[src/rtl/axil_cmd_master.sv]
// Single-outstanding AXI4-Lite initiator: one valid/ready command in, one AXI read or write out, one response back.
// Optional watchdog enabled by defining AXIL_MASTER_TIMEOUT_EN.
module axil_cmd_master #(
  parameter int unsigned TIMEOUT_CYCLES = 1024
) (
  input  logic        clk,
  input  logic        resetn,
  input  logic        cmd_valid,
  output logic        cmd_ready,
  input  logic        cmd_write,
  input  logic [31:0] cmd_addr,
  input  logic [31:0] cmd_wdata,
  input  logic [3:0]  cmd_wstrb,
  input  logic        cmd_insn,
  output logic        rsp_valid,
  input  logic        rsp_ready,
  output logic [31:0] rsp_rdata,
  output logic        rsp_write,
  output logic        timeout,
  output logic        mem_axi_awvalid,
  input  logic        mem_axi_awready,
  output logic [31:0] mem_axi_awaddr,
  output logic [2:0]  mem_axi_awprot,
  output logic        mem_axi_wvalid,
  input  logic        mem_axi_wready,
  output logic [31:0] mem_axi_wdata,
  output logic [3:0]  mem_axi_wstrb,
  input  logic        mem_axi_bvalid,
  output logic        mem_axi_bready,
  output logic        mem_axi_arvalid,
  input  logic        mem_axi_arready,
  output logic [31:0] mem_axi_araddr,
  output logic [2:0]  mem_axi_arprot,
  input  logic        mem_axi_rvalid,
  output logic        mem_axi_rready,
  input  logic [31:0] mem_axi_rdata
);

  typedef enum logic [2:0] {IDLE, RADDR, RDATA, WREQ, WRESP, RSP} state_t;

  state_t      state, state_nxt;
  logic [31:0] addr_q, wdata_q;
  logic [3:0]  wstrb_q;
  logic        write_q, insn_q;
  logic        aw_done, w_done;
  logic        cmd_fire, aw_fire, w_fire;

  assign cmd_fire = cmd_valid && cmd_ready;
  assign aw_fire  = mem_axi_awvalid && mem_axi_awready;
  assign w_fire   = mem_axi_wvalid && mem_axi_wready;

  assign mem_axi_awaddr = addr_q;
  assign mem_axi_awprot = '0;
  assign mem_axi_wdata  = wdata_q;
  assign mem_axi_wstrb  = wstrb_q;
  assign mem_axi_araddr = addr_q;
  assign mem_axi_arprot = {insn_q, 2'b00};
  assign rsp_write      = write_q;

  always_ff @(posedge clk) begin
    if (!resetn) state <= IDLE;
    else         state <= state_nxt;
  end

  always_comb begin
    state_nxt = state;
    case (state)
      IDLE:    if (cmd_fire) state_nxt = cmd_write ? WREQ : RADDR;
      RADDR:   if (mem_axi_arready) state_nxt = RDATA;
      RDATA:   if (mem_axi_rvalid) state_nxt = RSP;
      // AW and W complete independently; leave once both have been accepted
      WREQ:    if ((aw_done || aw_fire) && (w_done || w_fire)) state_nxt = WRESP;
      WRESP:   if (mem_axi_bvalid) state_nxt = RSP;
      RSP:     if (rsp_ready) state_nxt = IDLE;
      default: state_nxt = IDLE;
    endcase
  end

  always_comb begin
    cmd_ready       = 1'b0;
    mem_axi_arvalid = 1'b0;
    mem_axi_rready  = 1'b0;
    mem_axi_awvalid = 1'b0;
    mem_axi_wvalid  = 1'b0;
    mem_axi_bready  = 1'b0;
    rsp_valid       = 1'b0;
    case (state)
      IDLE:  cmd_ready = resetn;
      RADDR: mem_axi_arvalid = 1'b1;
      RDATA: mem_axi_rready = 1'b1;
      WREQ: begin
        mem_axi_awvalid = !aw_done;
        mem_axi_wvalid  = !w_done;
      end
      WRESP: mem_axi_bready = 1'b1;
      RSP:   rsp_valid = 1'b1;
      default: ;
    endcase
  end

  always_ff @(posedge clk) begin
    if (!resetn) begin
      addr_q    <= '0;
      wdata_q   <= '0;
      wstrb_q   <= '0;
      write_q   <= 1'b0;
      insn_q    <= 1'b0;
      aw_done   <= 1'b0;
      w_done    <= 1'b0;
      rsp_rdata <= '0;
    end else begin
      if (cmd_fire) begin
        addr_q  <= cmd_addr;
        wdata_q <= cmd_wdata;
        wstrb_q <= cmd_wstrb;
        write_q <= cmd_write;
        insn_q  <= cmd_insn;
        aw_done <= 1'b0;
        w_done  <= 1'b0;
      end
      if (aw_fire) aw_done <= 1'b1;
      if (w_fire)  w_done  <= 1'b1;
      if (state == RDATA && mem_axi_rvalid) rsp_rdata <= mem_axi_rdata;
      if (state == WRESP && mem_axi_bvalid) rsp_rdata <= '0;
    end
  end

`ifdef AXIL_MASTER_TIMEOUT_EN
  logic [31:0] wd_cnt;
  logic        timeout_q;

  // Flag only; AXI gives no way to abandon a started transaction, so the FSM keeps waiting
  always_ff @(posedge clk) begin
    if (!resetn) begin
      wd_cnt    <= '0;
      timeout_q <= 1'b0;
    end else if (cmd_fire) begin
      wd_cnt <= '0;
    end else if (state != IDLE && state != RSP) begin
      if (!timeout_q) wd_cnt <= wd_cnt + 32'd1;
      if (wd_cnt + 32'd1 >= TIMEOUT_CYCLES) timeout_q <= 1'b1;
    end
  end

  assign timeout = timeout_q;
`else
  // Watchdog limit is meaningless without the counter
  assign timeout = (TIMEOUT_CYCLES == 32'd0) && 1'b0;
`endif

endmodule
[config.mk]
export PLATFORM = sky130hd
export DESIGN_NAME = axil_cmd_master
export DESIGN_NICKNAME = d
export VERILOG_FILES = /design/src/rtl/axil_cmd_master.sv
export SDC_FILE = /design/constraint.sdc
export NUM_CORES = 1
export LEC_CHECK = 0
export ABC_AREA = 1
export BUFFER_PORTS_ARGS = -buffer_cell sky130_fd_sc_hd__buf_2
export CORE_ASPECT_RATIO = 1.1
export CORE_MARGIN = 10
export CORE_UTILIZATION = 30
export DETAILED_ROUTE_END_ITERATION = 7
export GPL_TIMING_DRIVEN = 0
export PLACE_DENSITY = 0.67
export SYNTH_ARGS = -nofsm -noshare
export SYNTH_HDL_FRONTEND = slang
export SYNTH_SLANG_ARGS = --single-unit
[constraint.sdc]
create_clock -name clk -period 2.7 [get_ports clk]
set_input_delay 0.54 -clock clk [delete_from_list [all_inputs] [get_ports clk]]
set_output_delay 0.54 -clock clk [all_outputs]
set_load 0.05 [all_outputs]
### Word-level counts from Yosys, hierarchy flattened

Index checks and enable logic that the tools add are counted.

| storage, ports and cells | value |
|---|---|
| bits in registers | 107 |
| logic and storage cells | 54 |

| operators by class | value |
|---|---|
| equality and inequality tests | 11 |
| muxes and demuxes | 18 |
| bitwise gates (word level) | 1 |
| reductions and logical operators | 15 |

Operators with widths:

| cell | number |
|---|---|
| 3-bit 2-to-1 mux | 6 |
| 3-bit one-hot mux with 6 select lines | 1 |
| 2-bit != test, second input constant | 6 |
| 1-bit 2-to-1 mux | 10 |
| 3-bit by 2-bit == test with 1-bit output, second input constant | 2 |
| 3-bit == test, second input constant | 2 |
| 1-bit logical AND | 6 |
| 6-bit AND reduction | 1 |
| 2-bit nonzero test | 2 |
| 3-bit by 1-bit == test with 1-bit output, second input constant | 1 |
| 3-bit logical NOT | 1 |
| 1-bit logical NOT | 2 |
| 1-bit logical OR | 2 |
| 2-bit 2-to-1 mux | 1 |
| 2-bit OR reduction | 1 |
| 1-bit inverter | 1 |

### Logic depth before layout (Yosys ltp)

| depth | value |
|---|---|
| word-level depth | 7 |
| mapped depth | 10 |
| mapped depth without buffers | 9 |

### Worst setup path after synthesis

No wires, ideal clock.

| timing path | value |
|---|---|
| kind | register -> output |
| from | register state[0] |
| to | output mem_axi_awvalid |
| data arrival time | 1.251 ns |
| path slack | 0.909 ns |
| stages on the path, launching flop included | 4 |
| path buffers | 1 |
| cell sequence | dfxtp_1 buf_4 nand3_1 nor2_1 |

| between the ends | value |
|---|---|
| word-level cells in the longest chain between the ends | 2 |

Ends and longest elaborated chain:

| item | RTL line | RTL |
|---|---|---|
| start, declared | 41 | `state_t state, state_nxt;` |
| start signal, assigned | 62 | `else state <= state_nxt;` |
| 3-bit by 2-bit == test with 1-bit output | 87 | `case (state)` |
| 1-bit 2-to-1 mux | 87 |  |
| end, declared | 20 | `output logic mem_axi_awvalid,` |

No other way between the ends.

### Final worst setup path

| timing path | value |
|---|---|
| from | register state[1] |
| to | output mem_axi_rready |

| between the ends | value |
|---|---|
| word-level cells in the longest chain between the ends | 2 |

Ends and longest elaborated chain:

| item | RTL line | RTL |
|---|---|---|
| 3-bit by 2-bit == test with 1-bit output | 87 |  |
| 1-bit 2-to-1 mux | 87 |  |
| end, declared | 35 | `output logic mem_axi_rready,` |

No other way between the ends.

==> flow_summary.ini <==
[layout]
regArea_um2 = 2142
layout_common_cells = buf_2 (268), nand2_1 (185), nand3_1 (109), dfxtp_1 (107), buf_4 (40)
final_common_cell = buf_2
final_cell_count_no_fill = 1013
area_growth_pct = 42.21
nFillCells = 1453
multi_input_area_um2 = 1579
diodes = 0
drive_gt1_frac = 0.4133
stdcell_area_um2 = 6083
nNetsFinal = 931

[worst_setup_path]
crit_family = buffers and inverters
slowest_delay_ns = 0.43
end_kind = primary output
crit_chain = nand2_1, nor2_4, buf_2, buf_2
crit_type = reg2out
path_buf_inv = 2
critPathLaunchType = flop
crit_path_top_delay_cell = dfxtp_1
cp_data_arrival_time_ns = 1.64
required_ns = 2.16
worstPathMaxFanout = 10
critPathMostFrequentCell = buf_2

[route]
wire_per_inst_um = 14.79
drc = 0
vias = 4415
drtPass1Iterations = 4
highest_layer = met4
drtIter0Drc = 158
dr_wl_met3_um = 1792
met2_length_um = 6925
routed_via_density = 4.358
wl_met1_um = 5933
drt-total-wl_um = 14980
antenna_left = 0

[sta]
worst_pin_slew_ns = 0.6963
setup_viol = 0
hold_violations = 0
min_period_ns = 2.181
clock_skew_ns = 0.009376
slew_violations = 0
relSlewSlack = 0.5358
rsz0062_at_grt = no
max_freq_ghz = 0.4585
fin_crit_sh = 0.8078
tns_ns = 0

[power_and_ir_drop]
p_sw_frac = 0.4809
p_total_mw = 6.556
power.net_switching_mw = 3.153
pwr-share-seq = 0.315
p_leak_nw = 3.406
cellInternalPower_mw = 3.403
peakVddDrop_mv = 0.4252
powerDensity_nw_per_um2 = 1078
clockPowerShare = 0.205
pwr-share-comb = 0.480

[yosys]
syn_area_um2 = 4278
yosys-top-cells-area = dfxtp_1 (50%), nand2_1 (16%), nand3_1 (13%)
synth_top_area_frac = 0.5007
avgSynthCellArea_um2 = 7.722
ys_seq_elements = 107
synth.distinct_cells = 22
yosysTopAreaCell = dfxtp_1
yosysWarningCount = 0
seq_area_frac_synth = 0.5007
syn_inst = 554

[clock_network]
cts.sinks = 107
postCtsSetupBuffers = 0
clk_pin_slew_ns = 0.08
cts_buffers = 9
cts_root_buf = clkbuf_16
cts_resized = 0
cts_tree = built
htreeDepth = 3
clk-insertion-delay-late_ns = 0.35
cts.path.max_buffers = 2
cts-hold-fix-buffers = 0

[global_routing]
grt_pass1_wl_um = 23070
grtUsageTotal = 0.1476
grt_pass1_vias = 4280
antenna_found_initial = 0
grt_max_degree = 19
grt_overflow = 0

[die]
die-area_um2 = 19440
die_h_um = 145.2
coreArea_um2 = 13910
num_rows = 45
initial_utilization = 0.3076
io_pins = 258
die-width_um = 133.9

[placed_design]
dpl.hpwl_um = 11960
dp.cells = 997
place.gp.congestion = 0.8236
port_buffers = 250
post_dp_cell_area_um2 = 5783

[hold_path]
hold_class = in2reg

[run_status]
status = complete, no violations

[flow_run]
drv_cap = 0
layer usage:
layer,vias to the layer above,global-route usage
met5,-,0
li1,2273,-
met3,19,0.07069
met2,196,0.2438
met1,1927,0.1580
met4,0,0.05991
per-stage QoR:
stage	util	setup WS, ns	hold WS, ns
3_5_place_dp	0.4158	0.7712	0.4492
5_1_grt	0.4374	0.3732	0.3645
3_3_place_gp	0.4158	0.7678	0.4456
4_1_cts	0.4374	0.4812	0.3575
2_1_floorplan	-	0.9091	0.4435
6_report	0.4374	0.5191	0.3741
final cells by class:
cell class,instances,share of cell area
plain buffers,75,0.08330
clock buffers,9,0.03702
clock inverters,7,0.01234
inverters,17,0.01131
multi-input cells,360,0.2596
flip-flops and latches,107,0.3521
well taps,188,0.03867
repair buffers,250,0.2057
synth_stat cells, drive strengths merged:
library cell / count
a21oi: 35
buf: 71
clkbuf: 4
conb: 1
dfxtp: 107
inv: 17
nand2: 187
nand3: 109
nand4: 1
nor2: 17
o21ai: 3
o21bai: 2
worst paths after layout:
check | startpoint | to | slack [ns] | depth (start not counted)
worst max-delay path | state[1] | mem_axi_rready | 0.52 | 4
worst min-delay path | cmd_wdata[6] | mem_axi_wdata[6] | 0.37 | 3
worst max register to register | state[0] | mem_axi_araddr[18] | 1.28 | 9
worst min register to register | rsp_rdata[28] | rsp_rdata[28] | 0.46 | 2
cell families after synthesis:
group                  synth area share
AOI/OAI and AO/OA               0.04884
DFF                              0.5007
and+or+nand+nor                  0.3150
buffers and inverters            0.1345
other                         0.0008766
power by group through the flow:
stage / combinational, mW / clock, mW / sequential, mW
after floorplan: 1.51 / 0 / 2.99
after global placement: 3.17 / 0 / 2.09
after detailed placement: 3.18 / 0 / 2.10
after CTS: 3.18 / 1.39 / 2.07
after global routing: 3.37 / 1.44 / 2.11
final: 3.15 / 1.34 / 2.07
flip-flops by register name, indices dropped and copies added, names as in the netlist:
| register | flops |
|---|---|
| mem_axi_araddr | 32 |
| mem_axi_wdata | 32 |
| rsp_rdata | 32 |
| mem_axi_wstrb | 4 |
| state | 3 |
| aw_done | 1 |
| insn_q | 1 |
| rsp_write | 1 |
| w_done | 1 |
worst reg2reg max path, cell delays in order, from the launching register on:
cell	delay, ns
dfxtp_1	0.30
buf_4	0.16
nor2_2	0.09
nand2_1	0.12
nor2_4	0.13
nand2_4	0.12
inv_6	0.15
buf_6	0.18
nand2_1	0.06
nand2_1	0.06
Power figures use the tool's default switching activity.
